### src/rtl/pipe_skid_reg.sv
// Elastic pipeline register with a one-entry skid buffer, flush-to-bubble and a
// saturating back-pressure counter. in_ready is decoded from registered state only.
module pipe_skid_reg #(
    parameter int               WIDTH     = 32,
    parameter logic [WIDTH-1:0] NOP_VALUE = '0,
    parameter int               CNT_W     = 16
) (
    input  logic             clk,
    input  logic             rst,
    input  logic             flush,
    input  logic             in_valid,
    output logic             in_ready,
    input  logic [WIDTH-1:0] in_data,
    output logic             out_valid,
    input  logic             out_ready,
    output logic [WIDTH-1:0] out_data,
    output logic [1:0]       occupancy,
    output logic [CNT_W-1:0] stall_cnt
);

    typedef enum logic [1:0] {
        EMPTY = 2'd0,
        BUSY  = 2'd1,
        FULL  = 2'd2
    } state_t;

    localparam logic [CNT_W-1:0] CNT_MAX = {CNT_W{1'b1}};
    localparam logic [CNT_W-1:0] CNT_ONE = {{(CNT_W-1){1'b0}}, 1'b1};

    state_t           state_r;
    logic [WIDTH-1:0] main_r;
    logic [WIDTH-1:0] skid_r;
    logic             out_valid_r;
    logic [1:0]       occupancy_r;
    logic [CNT_W-1:0] stall_cnt_r;
    logic             in_xfer_s;
    logic             out_xfer_s;

    assign in_ready   = (state_r != FULL) & ~flush & ~rst;
    assign in_xfer_s  = in_valid & in_ready;
    assign out_xfer_s = out_valid_r & out_ready;

    assign out_valid = out_valid_r;
    assign out_data  = main_r;
    assign occupancy = occupancy_r;
    assign stall_cnt = stall_cnt_r;

    // State, storage and counter update; main_r is kept at NOP_VALUE whenever empty
    // so out_data can be driven straight from the register.
    always_ff @(posedge clk) begin
        if (rst) begin
            state_r     <= EMPTY;
            main_r      <= NOP_VALUE;
            skid_r      <= NOP_VALUE;
            out_valid_r <= 1'b0;
            occupancy_r <= 2'd0;
            stall_cnt_r <= {CNT_W{1'b0}};
        end else begin
            if (out_valid_r & ~out_ready & ~flush & (stall_cnt_r != CNT_MAX)) begin
                stall_cnt_r <= stall_cnt_r + CNT_ONE;
            end
            if (flush) begin
                state_r     <= EMPTY;
                main_r      <= NOP_VALUE;
                out_valid_r <= 1'b0;
                occupancy_r <= 2'd0;
            end else begin
                case (state_r)
                    EMPTY: begin
                        if (in_xfer_s) begin
                            main_r      <= in_data;
                            state_r     <= BUSY;
                            out_valid_r <= 1'b1;
                            occupancy_r <= 2'd1;
                        end
                    end
                    BUSY: begin
                        if (in_xfer_s && out_xfer_s) begin
                            main_r <= in_data;
                        end else if (in_xfer_s) begin
                            skid_r      <= in_data;
                            state_r     <= FULL;
                            occupancy_r <= 2'd2;
                        end else if (out_xfer_s) begin
                            main_r      <= NOP_VALUE;
                            state_r     <= EMPTY;
                            out_valid_r <= 1'b0;
                            occupancy_r <= 2'd0;
                        end
                    end
                    FULL: begin
                        if (out_xfer_s) begin
                            main_r      <= skid_r;
                            state_r     <= BUSY;
                            occupancy_r <= 2'd1;
                        end
                    end
                    default: begin
                        state_r     <= EMPTY;
                        main_r      <= NOP_VALUE;
                        out_valid_r <= 1'b0;
                        occupancy_r <= 2'd0;
                    end
                endcase
            end
        end
    end

endmodule

### config.mk
export PLATFORM = sky130hd
export DESIGN_NAME = pipe_skid_reg
export DESIGN_NICKNAME = d
export VERILOG_FILES = /design/src/rtl/pipe_skid_reg.sv
export SDC_FILE = /design/constraint.sdc
export NUM_CORES = 1
export LEC_CHECK = 0
export ABC_AREA = 0
export ABC_CLOCK_PERIOD_IN_PS = 3390
export BUFFER_PORTS_ARGS = -buffer_cell sky130_fd_sc_hd__buf_2
export CORE_MARGIN = 10
export CORE_UTILIZATION = 56
export DETAILED_ROUTE_END_ITERATION = 12
export PLACE_DENSITY = 0.95
export RECOVER_POWER = 25
export SLEW_MARGIN = 20
export SYNTH_ARGS = -nofsm -noshare
export SYNTH_HDL_FRONTEND = slang
export SYNTH_SLANG_ARGS = --single-unit
### constraint.sdc
create_clock -name clk -period 3.39 [get_ports clk]
set_clock_uncertainty 0.15 [all_clocks]
set_input_delay 0.339 -clock clk [delete_from_list [all_inputs] [get_ports clk]]
set_output_delay 0.339 -clock clk [all_outputs]
set_load 0.05 [all_outputs]
==> impl_metrics.csv, run 1 <==
group,metric,value,unit
logic_synthesis,ys.warnings.count,0,
worst_hold_path,hold_path.startpoint,"in_data[6]",
logic_synthesis,yosysTopAreaCell,"dfxtp_1",
logic_synthesis,synth_xor_area_share,0,%
cts,cts_inserted_buffers,9,
global_routing,grt_util_met1,20.4,%
logic_synthesis,synth_nets,415,
detailed_routing,via_per_inst,5.93,
cts,cts_tree,"built",
global_routing,grt_util_met2,30.5,%
floorplan,die_h,97.4,microns
detailed_routing,drt_iter0_drc,254,
logic_synthesis,yosys.area_share.simple,18.4,%
job,maxCapViolations,0,
worst_setup_path,crit_fanout,23,
power_and_ir_drop,swShare,23.5,%
logic_synthesis,synth_area_leaders,"dfxtp_1 (50%), o2bb2ai_1 (8.4%), nand2_1 (7.8%)",
global_routing,grt_pass1_wl,14600,microns
worst_setup_path,timing.rr.start,"occupancy[0]",
detailed_routing,drcViolationCount,0,
finish,nNetsFinal,493,
logic_synthesis,synth_area,0.00336,sq mm
worst_setup_path,start_kind,"input port",
worst_setup_path,worstSetupEndpointType,"output pin",
floorplan,coreArea,0.00589,sq mm
global_routing,groute.usage.overall,18.2,%
placement,gp_congestion,0.801,
worst_setup_path,crit_type,"in -> out",
worst_setup_path,timing.critical_path.from,"flush",
finish,areaGrowthSynthToFinish,20.4,%
detailed_routing,dr.pass1.iters,6,
timing,tightest_slew,1410,ps
cts,cts-root-buf,"clkbuf_8",
logic_synthesis,synth_cell_types,37,
logic_synthesis,synth-seq-area-share,49.5,%
logic_synthesis,synth.area.mux_share,2.57,%
logic_synthesis,synth_top_family_by_area,"compound AO/OA/AOI/OAI gates",
power_and_ir_drop,clock_power_share,42.2,%
logic_synthesis,synthAdderAreaFrac,0.373,%
cts,cts.sinks,83,
power_and_ir_drop,internal-power,0.00148,W
worst_setup_path,arrival,2190,ps
power_and_ir_drop,comb_power_share,6.5,%
finish,n_antenna_cell,0,
timing,relSlewSlack,5.72,%
floorplan,die_area,0.00949,sq mm
global_routing,grt_util_met3,5.97,%
floorplan,core.rowCount,28,
detailed_routing,ant_nets,0,
timing,final.setup.tns,0,ps
placement,io_buffers,88,
timing,finalWorstPathRequiredPeriod,2680,ps
global_routing,first_global_vias,3021,
logic_synthesis,syn_inst,377,
placement,dp.final_hpwl,6340,microns
logic_synthesis,syn_avg_cell_area,8.90,sq um
detailed_routing,vias,3172,
global_routing,grt-ovfl-total,0,
global_routing,antenna_found_initial,0,
cts,postCtsSetupBuffers,0,
worst_setup_path,required,2900,ps
detailed_routing,wl_per_cell,17.1,microns
power_and_ir_drop,p_per_area,478,mW/mm^2
logic_synthesis,synth_top_area_share,49.5,%
cts,cts_resized,0,
power_and_ir_drop,irDropWorstVdd,0.268,mV
floorplan,io_pins,89,
timing,rsz0062_at_grt,"false",
power_and_ir_drop,leakage,1.40,nW
cts,cts.htree.levels,3,
timing,finalCritPeriodShare,79.0,%
cts,clock_path_buffers,2,
cts,clk_pin_slew,80,ps
worst_hold_path,hold_class,"in -> reg",
global_routing,top_usage_layer,"met2",
logic_synthesis,synth-seq-cells,83,
global_routing,grt_start_max_net_pins,56,
finish,drive_gt1_share,19.8,%
detailed_routing,totalWireLength,9160,microns
outcome,outcome,"complete, no violations",
power_and_ir_drop,p_switching,0.000453,W
cts,cts_hold_buffers,0,
finish,final_common_cell,"dfxtp_1",
finish,final_cell_mix,"dfxtp_1 (83), nand2_1 (70), buf_2 (57)",
power_and_ir_drop,total_power,0.00193,W
floorplan,die_w,97.4,microns
power_and_ir_drop,power.share.sequential,51.3,%
timing,slew_violations,0,
timing,setup_viol,0,
floorplan,start_util,57.0,%
timing,finalHoldViolCount,0,
logic_synthesis,synth-compound-area-share,25.9,%
timing,fmax,374,MHz
cts,insertion_delay,360,ps
## worst max-delay path, stage by stage
cell	delay (ps)
buf_2	110
or2_0	1050
buf_4	400
nor2_1	70
buf_2	210
## logic make-up after synthesis
kind of cell | after synthesis
simple gates | 129
flops | 83
fa+ha+maj | 1
mux | 8
compound gates | 127
buf+inv | 29
## cell type report
| type | instances | area [sq um] |
|---|---|---|
| fill | 479 | 1840 |
| sequential | 83 | 1660 |
| multi-input combinational | 265 | 1600 |
| timing repair buffer | 94 | 447 |
| clock buffer | 11 | 151 |
| tap | 75 | 93.8 |
| clock inverter | 5 | 85.1 |
| inverter | 2 | 7.51 |
## synth_stat cells
master and instances:
and3_1 1, a22oi_1 32, nor2_1 13, nor3_1 3, or2_2 2, a21boi_0 1
or3b_4 1, o211ai_1 1, o21ai_0 4, nand2_1 70, a311oi_1 2, ha_1 1
or4_1 4, dfxtp_1 83, a21oi_1 46, a31oi_1 1, nand3b_1 1, inv_1 2
nor4b_1 1, nand4_1 5, nor3b_1 2, o21a_1 1, nand2b_1 4, clkbuf_1 27
a211oi_1 1, o31ai_1 5, and4_1 2, or3_1 2, or4b_4 1, mux2i_1 3
o21bai_1 1, o2bb2ai_1 32, nor4_1 2, nand3_1 7, and3_2 1, nor2b_1 7
mux2_2 5
## through the flow
step	area [sq um]	hold WS [ps]	std cells	util (%)	setup slack, ps
finish	4040	78.2	535	68.7	713
global placement	3840	291	519	65.3	974
detailed placement	3840	293	519	65.3	835
floorplan	3360	287	377	-	807
global route	4040	83.7	535	68.7	564
CTS	4080	72.4	535	69.3	838
## power groups by stage
stage                     clock network (W)  registers, W  logic (W)
after floorplan                           0       0.00103  0.0000533
after global placement                    0       0.00101   0.000124
after detailed placement                  0       0.00101   0.000126
after CTS                          0.000818      0.000991   0.000127
after global routing               0.000856      0.000992   0.000135
final                              0.000815      0.000991   0.000126
## state kept, by name, indices dropped and copies added (netlist names)
register / flops
occupancy: 2
out_data: 32
out_valid: 1
skid_r: 32
stall_cnt: 16
## path summary, 6_finish.rpt
check,to,slack (ps),depth (start not counted)
worst min register to register,skid_r[27],310,2
worst max register to register,out_data[29],820,5
worst min-delay path,skid_r[6],80,3
worst max-delay path,in_ready,710,5
## routing by layer
metal | routed length [microns] | part of all wire [%] | vias up
met1 | 3630 | 40 | 1493
li1 | - | - | 1534
met2 | 4560 | 50 | 130
met3 | 797 | 8.7 | 15
met5 | 0 | 0 | -
met4 | 170 | 1.9 | 0
(Power assumes the default switching activity.)
==> run 2, diff against run 1 <==
--- a/config.mk
+++ b/config.mk
@@ -6,12 +6,12 @@
 export NUM_CORES = 1
 export LEC_CHECK = 0
 export ABC_AREA = 0
-export ABC_CLOCK_PERIOD_IN_PS = 3390
+export ABC_CLOCK_PERIOD_IN_PS = 2660
 export BUFFER_PORTS_ARGS = -buffer_cell sky130_fd_sc_hd__buf_2
 export CORE_MARGIN = 10
-export CORE_UTILIZATION = 56
+export CORE_UTILIZATION = 52
 export DETAILED_ROUTE_END_ITERATION = 12
-export PLACE_DENSITY = 0.95
+export PLACE_DENSITY = 0.9
 export RECOVER_POWER = 25
 export SLEW_MARGIN = 20
 export SYNTH_ARGS = -nofsm -noshare
==> constraint.sdc (replaced) <==
create_clock -name clk -period 2.66 [get_ports clk]
set_clock_uncertainty 0.15 [all_clocks]
set_input_delay 0.266 -clock clk [delete_from_list [all_inputs] [get_ports clk]]
set_output_delay 0.266 -clock clk [all_outputs]
set_load 0.05 [all_outputs]
==> run 2 against run 1 <==
Against the previous run:
- setup slack worse by 440 ps
- final cell count is 1.9% higher
- first-iteration DRC count increased by 0.39%
- sequential power grew 27%
- utilization down 3.7 points
- power rose by 26%
- non-clock buffer count rose by 8
- critical path depth shrank 1
- worst hold slack lost 65 ps
- sequential cell count unchanged
- combinational power is 33% higher
- die area rose by 6.1%
- critical path type is now reg -> reg
- largest power group unchanged
- highest routed layer unchanged
==> impl_metrics.csv, run 2 (synthesis gave the netlist of run 1 again) <==
group,metric,value,unit
outcome,outcome,"complete, no violations",
global_routing,grt_start_max_net_pins,56,
timing,setup_viol,0,
worst_setup_path,worstSetupEndpointType,"flip-flop",
placement,placed_cell_area,0.00385,sq mm
worst_setup_path,required,2790,ps
cts,insertion_delay,350,ps
worst_setup_path,arrival,2520,ps
floorplan,coreArea,0.00631,sq mm
worst_hold_path,hold_class,"in -> reg",
timing,finalWorstSetupSlack,271,ps
finish,areaGrowthSynthToFinish,22.2,%
timing,slew_violations,0,
floorplan,core.rowCount,29,
timing,relSlewSlack,57.4,%
detailed_routing,vias,3191,
worst_setup_path,reg2regPathDepth,4,
cts,clk_pin_slew,90,ps
worst_setup_path,crit_type,"reg -> reg",
cts,cts_inserted_buffers,9,
floorplan,die_w,100,microns
detailed_routing,dr.pass1.iters,4,
job,maxCapViolations,0,
finish,final_cell_mix,"dfxtp_1 (83), nand2_1 (70), buf_2 (57)",
cts,cts-root-buf,"clkbuf_8",
detailed_routing,via_per_inst,5.86,
worst_setup_path,critPathSlowestCell,"or4b_4",
placement,gp_congestion,0.856,
detailed_routing,drcViolationCount,0,
timing,final.setup.tns,0,ps
timing,tightest_slew,639,ps
worst_setup_path,crit_buf_inv,0,
cts,cts.sinks,83,
power_and_ir_drop,irDropWorstVdd,0.372,mV
detailed_routing,drt_iter0_drc,255,
timing,finalCritPeriodShare,89.8,%
placement,pre_cts_slack,302,ps
cts,cts_tree,"built",
detailed_routing,wl_per_cell,17.1,microns
cts,cts_resized,0,
worst_hold_path,hold_depth,3,
finish,finish.utilization,64.9,%
global_routing,antenna_found_initial,0,
detailed_routing,ant_nets,0,
floorplan,io_pins,89,
global_routing,groute.usage.overall,17.9,%
global_routing,grt-ovfl-total,0,
floorplan,die_area,0.0101,sq mm
cts,clock_path_buffers,2,
timing,finalHoldViolCount,0,
power_and_ir_drop,leakage,1.42,nW
finish,final_common_cell,"dfxtp_1",
finish,stdcell_area,0.00410,sq mm
global_routing,grt_pass1_wl,15100,microns
finish,nNetsFinal,501,
finish,fill_cells,545,
worst_setup_path,path_cells,"or3b_4 > or4b_4 > or4_1 > a21oi_1",
finish,n_antenna_cell,0,
floorplan,start_util,53.2,%
power_and_ir_drop,p_per_area,592,mW/mm^2
timing,rsz0062_at_grt,"false",
worst_setup_path,start_kind,"flip-flop",
placement,io_buffers,88,
global_routing,first_global_vias,3142,
worst_setup_path,crit_fanout,10,
cts,cts.htree.levels,3,
finish,drive_gt1_share,19.4,%
timing,finalWorstPathRequiredPeriod,2390,ps
detailed_routing,totalWireLength,9310,microns
floorplan,die_h,100,microns
timing,whs,13.5,ps
worst_setup_path,critPathMaxStageDelay,580,ps
worst_setup_path,cpLargestDelayFamily,"simple AND/OR/NAND/NOR gates",
placement,dp.final_hpwl,6160,microns
worst_setup_path,crit_cells,4,
timing,fmax,419,MHz
-- run 2: layout make-up --
cell class	instances	area (sq um)	area share [%]
clock inverters	6	88.8	2.17
clock buffers	10	128	3.11
repair buffers	102	524	12.8
flip-flops and latches	83	1660	40.5
well taps	77	96.3	2.35
multi-input cells	265	1590	38.9
inverters	2	7.51	0.183
-- run 2: per-layer routing --
metal	GRT usage (%)	share of wire [%]	up-vias
li1	-	-	1555
met1	21.0	42	1512
met2	29.8	50	111
met3	4.46	6.8	13
met4	8.37	1.6	0
met5	0	0	-
-- run 2: worst paths after layout --
check                           startpoint            end  slack [ps]
worst max-delay path             out_valid  stall_cnt[15]         270
worst min-delay path            in_data[0]      skid_r[0]          10
worst max register to register   out_valid  stall_cnt[15]         270
worst min register to register   skid_r[8]      skid_r[8]         310
-- run 2: timing repair --
action | CTS | global route
endpoints found under the hold margin | 7 | 0
endpoints found under the setup margin | 0 | 0
buffers inserted | 0 | 0
hold buffers | 7 | 0
-- run 2: stage by stage --
step	instances	power (W)
6_report	545	0.00243
5_1_grt	545	0.00250
4_1_cts	545	0.00245
3_5_place_dp	522	0.00145
3_3_place_gp	522	0.00145
2_1_floorplan	377	0.00139
-- run 2: power breakdown --
part	leakage (nW)	internal (W)	total (W)	switching, W
Sequential	0.670	0.00125	0.00126	0.00000949
Combinational	0.647	0.0000557	0.000168	0.000112
Clock	0.103	0.000531	0.000998	0.000467
-- run 2: worst register-to-register path, delay by kind of cell, from the launching register on --
family             cells  cell delay [ps]
AOI/OAI and AO/OA      1              140
and+or+nand+nor        3             1550
DFF                    1              480
